==> config.mk <==
export PLATFORM = sky130hd
export DESIGN_NAME = divider_flat
export DESIGN_NICKNAME = d
export VERILOG_FILES = /design/src/rtl/divider_if.sv /design/src/rtl/divider.sv /design/src/flat_wrapper.sv
export SDC_FILE = /design/constraint.sdc
export NUM_CORES = 1
export LEC_CHECK = 0
export ABC_CLOCK_PERIOD_IN_PS = 3300
export BUFFER_PORTS_ARGS = -buffer_cell sky130_fd_sc_hd__buf_4
export CELL_PAD_IN_SITES_DETAIL_PLACEMENT = 1
export CELL_PAD_IN_SITES_GLOBAL_PLACEMENT = 1
export CORE_MARGIN = 5
export CORE_UTILIZATION = 40
export DETAILED_ROUTE_END_ITERATION = 12
export PLACE_DENSITY_LB_ADDON = 0.08
export SETUP_SLACK_MARGIN = 0.02
export SLEW_MARGIN = 10
export SYNTH_ARGS = -nofsm -noshare
export SYNTH_HDL_FRONTEND = slang
export SYNTH_SLANG_ARGS = --single-unit
==> constraint.sdc <==
create_clock -name clk -period 3.3 [get_ports clk]
set_clock_uncertainty 0.05 [all_clocks]
set_input_delay 0.66 -clock clk [delete_from_list [all_inputs] [get_ports clk]]
set_output_delay 0.66 -clock clk [all_outputs]
set_load 0.1 [all_outputs]
==> src/rtl/divider_if.sv <==
// divider_if: operand/result bundle shared by the divider and its controller.
//   dividend, divisor  operands, sampled by the divider on an accepted op_start
//   op_start           start request, level-sampled while the divider is idle
//   op_clear           synchronous clear, highest priority
//   quotient/remainder registered results, valid while op_done=1
//   op_done            high while the divider holds a finished result
interface divider_if #(
    parameter int WIDTH = 32
);
    logic [WIDTH-1:0] dividend;
    logic [WIDTH-1:0] divisor;
    logic             op_start;
    logic             op_clear;
    logic [WIDTH-1:0] quotient;
    logic [WIDTH-1:0] remainder;
    logic             op_done;

    modport master (
        output dividend, divisor, op_start, op_clear,
        input  quotient, remainder, op_done
    );

    modport slave (
        input  dividend, divisor, op_start, op_clear,
        output quotient, remainder, op_done
    );
endinterface

==> src/rtl/divider.sv <==
// divider: sequential unsigned restoring divider, one quotient bit per clock.
//   clk      rising-edge clock
//   reset_n  asynchronous active-low reset
//   bus      divider_if.slave: operands + op_start/op_clear in,
//            quotient/remainder/op_done out
// A start accepted at edge k runs WIDTH iterations on edges k+1..k+WIDTH and
// publishes the result on edge k+WIDTH+1; the result holds until op_clear.
module divider #(
    parameter int WIDTH = 32,
    parameter int CNT_W = 6
) (
    input  logic      clk,
    input  logic      reset_n,
    divider_if.slave  bus
);
    typedef enum logic [1:0] {
        IDLE = 2'b00,
        EXEC = 2'b01,
        DONE = 2'b10
    } state_e;

    state_e           state_q, state_d;
    logic [CNT_W-1:0] cnt_q, cnt_d;
    logic [WIDTH-1:0] a_q, a_d;      // partial remainder (always < D between steps)
    logic [WIDTH-1:0] q_q, q_d;      // dividend shifting out / quotient shifting in
    logic [WIDTH-1:0] d_q, d_d;      // latched divisor
    logic [WIDTH-1:0] quot_q, quot_d;
    logic [WIDTH-1:0] rem_q, rem_d;

    // One restoring step. The shifted partial remainder needs WIDTH+1 bits;
    // bit WIDTH of the difference is the borrow, i.e. "T is negative".
    logic [WIDTH:0] a_sh;
    logic [WIDTH:0] t;

    always_comb begin
        a_sh = {a_q, q_q[WIDTH-1]};
        t    = a_sh - {1'b0, d_q};
    end

    always_comb begin
        state_d = state_q;
        cnt_d   = cnt_q;
        a_d     = a_q;
        q_d     = q_q;
        d_d     = d_q;
        quot_d  = quot_q;
        rem_d   = rem_q;

        if (bus.op_clear) begin
            state_d = IDLE;
            cnt_d   = '0;
            a_d     = '0;
            q_d     = '0;
            d_d     = '0;
            quot_d  = '0;
            rem_d   = '0;
        end else begin
            case (state_q)
                IDLE: begin
                    if (bus.op_start) begin
                        state_d = EXEC;
                        cnt_d   = '0;
                        a_d     = '0;
                        q_d     = bus.dividend;
                        d_d     = bus.divisor;
                    end
                end
                EXEC: begin
                    // After WIDTH steps the registered Q/A are final; this extra
                    // edge publishes them, which is why 2**CNT_W must exceed WIDTH.
                    if (cnt_q == CNT_W'(WIDTH)) begin
                        state_d = DONE;
                        quot_d  = q_q;
                        rem_d   = a_q;
                    end else begin
                        cnt_d = cnt_q + 1'b1;
                        if (!t[WIDTH]) begin
                            a_d = t[WIDTH-1:0];
                            q_d = {q_q[WIDTH-2:0], 1'b1};
                        end else begin
                            a_d = a_sh[WIDTH-1:0];
                            q_d = {q_q[WIDTH-2:0], 1'b0};
                        end
                    end
                end
                DONE:    state_d = DONE;
                default: state_d = IDLE;
            endcase
        end
    end

    always_ff @(posedge clk or negedge reset_n) begin
        if (!reset_n) begin
            state_q <= IDLE;
            cnt_q   <= '0;
            a_q     <= '0;
            q_q     <= '0;
            d_q     <= '0;
            quot_q  <= '0;
            rem_q   <= '0;
        end else begin
            state_q <= state_d;
            cnt_q   <= cnt_d;
            a_q     <= a_d;
            q_q     <= q_d;
            d_q     <= d_d;
            quot_q  <= quot_d;
            rem_q   <= rem_d;
        end
    end

    // Result registers are only non-zero in DONE, so intermediates never leak.
    assign bus.quotient  = quot_q;
    assign bus.remainder = rem_q;
    assign bus.op_done   = (state_q == DONE);
endmodule

==> src/flat_wrapper.sv <==
// flat-port wrapper written by rule: the top's interface ports become plain ports
module divider_flat 
#(
    parameter int WIDTH = 32,
    parameter int CNT_W = 6
)
  (clk, reset_n, bus_dividend, bus_divisor, bus_op_start, bus_op_clear, bus_quotient, bus_remainder, bus_op_done);
  divider_if #(.WIDTH(WIDTH)) bus_i ();
  input  logic clk;
  input  logic reset_n;
  input wire logic [$bits(bus_i.dividend)-1:0] bus_dividend;
  input wire logic [$bits(bus_i.divisor)-1:0] bus_divisor;
  input wire logic [$bits(bus_i.op_start)-1:0] bus_op_start;
  input wire logic [$bits(bus_i.op_clear)-1:0] bus_op_clear;
  output wire logic [$bits(bus_i.quotient)-1:0] bus_quotient;
  output wire logic [$bits(bus_i.remainder)-1:0] bus_remainder;
  output wire logic [$bits(bus_i.op_done)-1:0] bus_op_done;
  assign bus_i.dividend = bus_dividend;
  assign bus_i.divisor = bus_divisor;
  assign bus_i.op_start = bus_op_start;
  assign bus_i.op_clear = bus_op_clear;
  assign bus_quotient = bus_i.quotient;
  assign bus_remainder = bus_i.remainder;
  assign bus_op_done = bus_i.op_done;
  divider #(.WIDTH(WIDTH), .CNT_W(CNT_W)) u_core (.clk(clk), .reset_n(reset_n), .bus(bus_i));
endmodule
==> Word-level counts from Yosys, hierarchy flattened <==
Cells that the tools add are included.
{ "op_classes": {"n_addsub": 2, "eq_ne": 6, "n_mux": 27, "reduce_logical": 10} }
{ "op_table": {"columns": ["operator", "n"], "rows": [
  ["$mux W32", 16],
  ["$pmux W32 S2", 2],
  ["$sub A33 B32 Y33", 1],
  ["$mux W6", 3],
  ["$pmux W6 S2", 1],
  ["$reduce_bool A2 Y1", 4],
  ["$add A6 B1 Y6 const B", 1],
  ["$eq A6 B6 Y1 const B", 1],
  ["$mux W2", 3],
  ["$ne A3 B3 Y1 const B", 2],
  ["$pmux W2 S3", 1],
  ["$reduce_and A2 Y1", 3],
  ["$ne A3 B2 Y1 const B", 1],
  ["$reduce_and A3 Y1", 1],
  ["$reduce_bool A3 Y1", 1],
  ["$eq A2 B1 Y1 const B", 1],
  ["$eq A2 B2 Y1 const B", 1],
  ["$logic_not A2 Y1", 1],
  ["$mux W1", 1]
]} }
{ "word_totals": {"reg_bits": 168, "input_bits": 68, "out_inout_bits": 65, "word_cells": 52} }

==> Depth between registers and ports, before layout <==
{ "depth": {"ltp_word": 5, "ltp_mapped": 13, "depth_no_buf": 12} }

==> Worst setup path before layout <==
OpenSTA, ideal clock, no wires.
{ "synth_path": {"path_type": "register to register", "from": "reg u_core.q_q[31]", "to": "reg u_core.a_q[15]", "setup_ps": 135, "arrival_time_ps": 2618, "required_ps": 3115, "slack_ps": 498, "stages_incl_launch_ff": 14, "n_path_buf": 1, "synth_period_minus_slack_ps": 2802, "path_cell_list": "dfrtp_1 -> inv_1 -> ha_1 -> inv_1 -> fa_1 -> a211oi_1 -> o21ai_1 -> nand3_1 -> a21oi_4 -> a211oi_4 -> o311ai_4 -> buf_2 -> a32oi_1 -> o31ai_1"} }
{ "synth_between": {"elab_chain_cells": 5} }
{ "synth_rtl": {"columns": ["element", "line_no", "text"], "rows": [
  ["from (decl)", "divider.sv:25", "logic [WIDTH-1:0] q_q, q_d;"],
  ["from (signal assigned)", "divider.sv:105", "q_q <= q_d;"],
  ["$sub A33 B32 Y33", "divider.sv:37", "t = a_sh - {1'b0, d_q};"],
  ["$mux W32", "divider.sv:77", "if (!t[WIDTH]) begin"],
  ["$mux W32", "divider.sv:71", "if (cnt_q == CNT_W'(WIDTH)) begin"],
  ["$pmux W32 S2", "divider.sv:58", "case (state_q)"],
  ["$mux W32", "divider.sv:49", "if (bus.op_clear) begin"],
  ["to (signal assigned)", "divider.sv:96", "a_q <= '0;"],
  ["to (signal assigned)", "divider.sv:104", "a_q <= a_d;"],
  ["to (decl)", "divider.sv:24", "logic [WIDTH-1:0] a_q, a_d;"]
]} }
Every way passes these cells. The select of a mux whose other input is x is not followed.
A chain may end at the register's enable or synchronous reset.

==> Final worst setup path <==
{ "layout_path": {"from": "reg u_core.q_q[31]", "to": "reg u_core.a_q[19]"} }
Same word-level chain as after synthesis.

==> results.txt <==
status = finished clean
RSZ-0062 raised after global routing = no
CP Class = reg -> reg
root buffer cell = clkbuf_16
Synth top cells by count = dfrtp_1 (168), nand2_1 (119), a21oi_1 (66)
starting density of the core = 40.31%
Fill cells = 2400
Top FF cell, synth = dfrtp_1
H-tree Lvls = 4
post-synth top area cell = dfrtp_1
Clock Path Buffers = 2
dpl ws = 0.01810 ns
largest net degree at the start of global routing = 68
cell leakage power = 5.237 nW
Async SR Flop Fraction = 100.0%
CTS tree = done
final wirelength = 24850 um
Slew Viols, Final = 0
Mapped Nets = 978
total track usage = 20.17%
Clk pin slew, worst setup/hold paths = 0.08 ns
drt pass-1 iters = 5
n_diodes = 0
first-pass GRT wire length = 40230 um
number of core rows = 54
DR vias = 7390
Layout Utilization = 49.50%
Clock Latency Late Sink = 0.43 ns
Max Cap Violations = 0
number of global-route vias before repair = 7616
I/O pins = 133
# DRC = 0
critical-path maximum fanout = 26
Post-synth EDFFs = 0
antenna violations before repair = 0
power after layout = 7.080 mW
Die Span Y = 157.6 um
f_max = 0.3259 GHz
final hold vios = 0
PD cells = 661.6 mW/mm2
setup TNS = 0 ns
cts-stage hold buffer count = 0
Peak VDD IR = 455.2 uV
vias per std cell = 5.764
Synth Warn # = 0
WP data required = 3.56 ns
layout cells sized above 1 = 21.16%
Hold WS = 0.1629 ns
post-layout min period = 3.068 ns
HPWL Detailed = 17500 um
placed inst area = 0.01005 mm2
Yosys reg bits = 168
area of the die = 0.02484 mm2
Cell variety after synth = 62
final setup violation count = 0
area delta synth->final = 22.78%
number of buffers created by CTS = 17
cell area after layout = 0.01070 mm2
startpoint types = flip-flop
filler-free cell count of the finished design = 1282
GRT Residual Overflow = 0
Crit. End Element = flip-flop
PortBufs = 132
Iter 0 DRT Violations = 334
CP arrival = 3.33 ns
dpl cells = 1245
Seq/Total Area, Yosys = 48.23%
Worst-Margin Slew = 0.7988 ns
Worst Setup Slack, final = 0.2316 ns
Post-Synthesis Cells = 871
final antenna-violating net count = 0
worst hold path type = in -> async
top-count cell post-synth = dfrtp_1
wire per inst = 19.38 um
clock tree sinks = 168
Area contributors post-synth = dfrtp_1 (48%), a22o_1 (6.5%), ha_1 (5.5%), nand2_1 (5.1%), a21oi_1 (3.8%)
gpl congestion = 0.8761
Slew HR = 46.75%
NumNets Final = 1096
Avg Cell Area, Syn = 10.01 um2
Post-Syn Area = 0.008716 mm2
area share of the largest cell type after synthesis = 48.23%
Die Wd = 157.6 um
Core ar. = 0.02162 mm2
post-route clock period utilization = 92.98%
[flip-flops by register name (all words and copies together) (netlist names)]
register,count
u_core.state_q,2
u_core.q_q,32
u_core.a_q,32
u_core.cnt_q,6
u_core.bus.quotient,32
u_core.bus.remainder,32
u_core.d_q,32
[worst max-delay path: stages, from the launching register on]
cell	delay, ns
dfrtp_1	0.41
inv_1	0.10
ha_1	0.17
inv_1	0.06
fa_2	0.37
a211oi_2	0.30
o21ai_2	0.13
nand3_2	0.13
a21oi_4	0.10
a211oi_4	0.33
o311ai_4	0.15
buf_4	0.20
buf_12	0.16
a32oi_1	0.19
o31ai_1	0.09
[layout by cell type, fill, tap and decap left out, types with 4 or more instances in the layout]
| master | n |
|---|---|
| o31ai_1 | 6 |
| dfrtp_1 | 168 |
| xor2_1 | 17 |
| a32oi_1 | 6 |
| nand2_1 | 119 |
| o21ai_0 | 16 |
| nor2_1 | 26 |
| and3_1 | 31 |
| a221o_1 | 31 |
| nand4_1 | 6 |
| o21ai_1 | 6 |
| nor3_1 | 9 |
| a22o_1 | 65 |
| and2_1 | 4 |
| buf_4 | 152 |
| clkbuf_16 | 17 |
| and4_1 | 4 |
| a21oi_1 | 65 |
| inv_6 | 5 |
| xnor2_1 | 13 |
| buf_12 | 5 |
| o311ai_1 | 23 |
| inv_1 | 41 |
| ha_1 | 38 |
| o21bai_1 | 4 |
| inv_8 | 6 |
| a21o_1 | 18 |
| nand3_1 | 37 |
| a31oi_1 | 5 |
[per-layer routing]
layer | GRT usage (%) | vias up | share of wire [%]
met4 | 5.940 | 0 | 1.5
li1 | - | 3451 | -
met1 | 27.06 | 3757 | 46
met3 | 3.007 | 28 | 3.9
met2 | 34.05 | 154 | 49
met5 | 0 | - | 0
[layout make-up]
class                   count  area [um2]  share of cell area, %
inverters                  41       153.9                  1.438
flip-flops and latches    168        4204                  39.28
clock buffers              18       439.2                  4.104
repair buffers            158        1252                  11.70
clock inverters            14       145.1                  1.356
multi-input cells         603        4156                  38.84
well taps                 280       350.3                  3.274
[where the power goes]
group | internal, mW | total [mW] | leakage, nW | switching, mW
registers | 2.32 | 2.54 | 2.30 | 0.224
clock network | 1.04 | 2.01 | 0.291 | 0.977
logic | 1.01 | 2.53 | 2.64 | 1.52
total | 4.36 | 7.08 | 5.24 | 2.72
[cell families (layout without fill, tap and decap cells)]
logic type / Yosys count / after routing / synth area share, %
compound gates: 272 / 272 / 23.77
simple gates: 258 / 258 / 14.18
flops: 168 / 168 / 48.23
buf+inv: 100 / 231 / 4.637
fa+ha+maj: 39 / 39 / 5.685
xor+xnor: 30 / 30 / 3.015
mux: 4 / 4 / 0.4737
[repair_timing]
action                     in CTS  in global routing
buffers inserted                0                  5
setup endpoints to repair       1                 32
resized for setup               0                  4
pin swaps                       1                  3
[worst paths after layout]
path,cells past startpoint,start,slack (ns),to
worst max-delay path,14,u_core.q_q[31],0.23,u_core.a_q[19]
worst min-delay path,1,reset_n,0.16,u_core.bus.quotient[12]
worst max register to register,14,u_core.q_q[31],0.23,u_core.a_q[19]
worst min register to register,1,u_core.bus.quotient[6],0.45,u_core.bus.quotient[6]
max in group asynchronous,2,reset_n,2.27,u_core.a_q[21]
min in group clk,3,bus_divisor[18],0.41,u_core.d_q[18]
No activity file was read; power rests on OpenSTA's default activity.
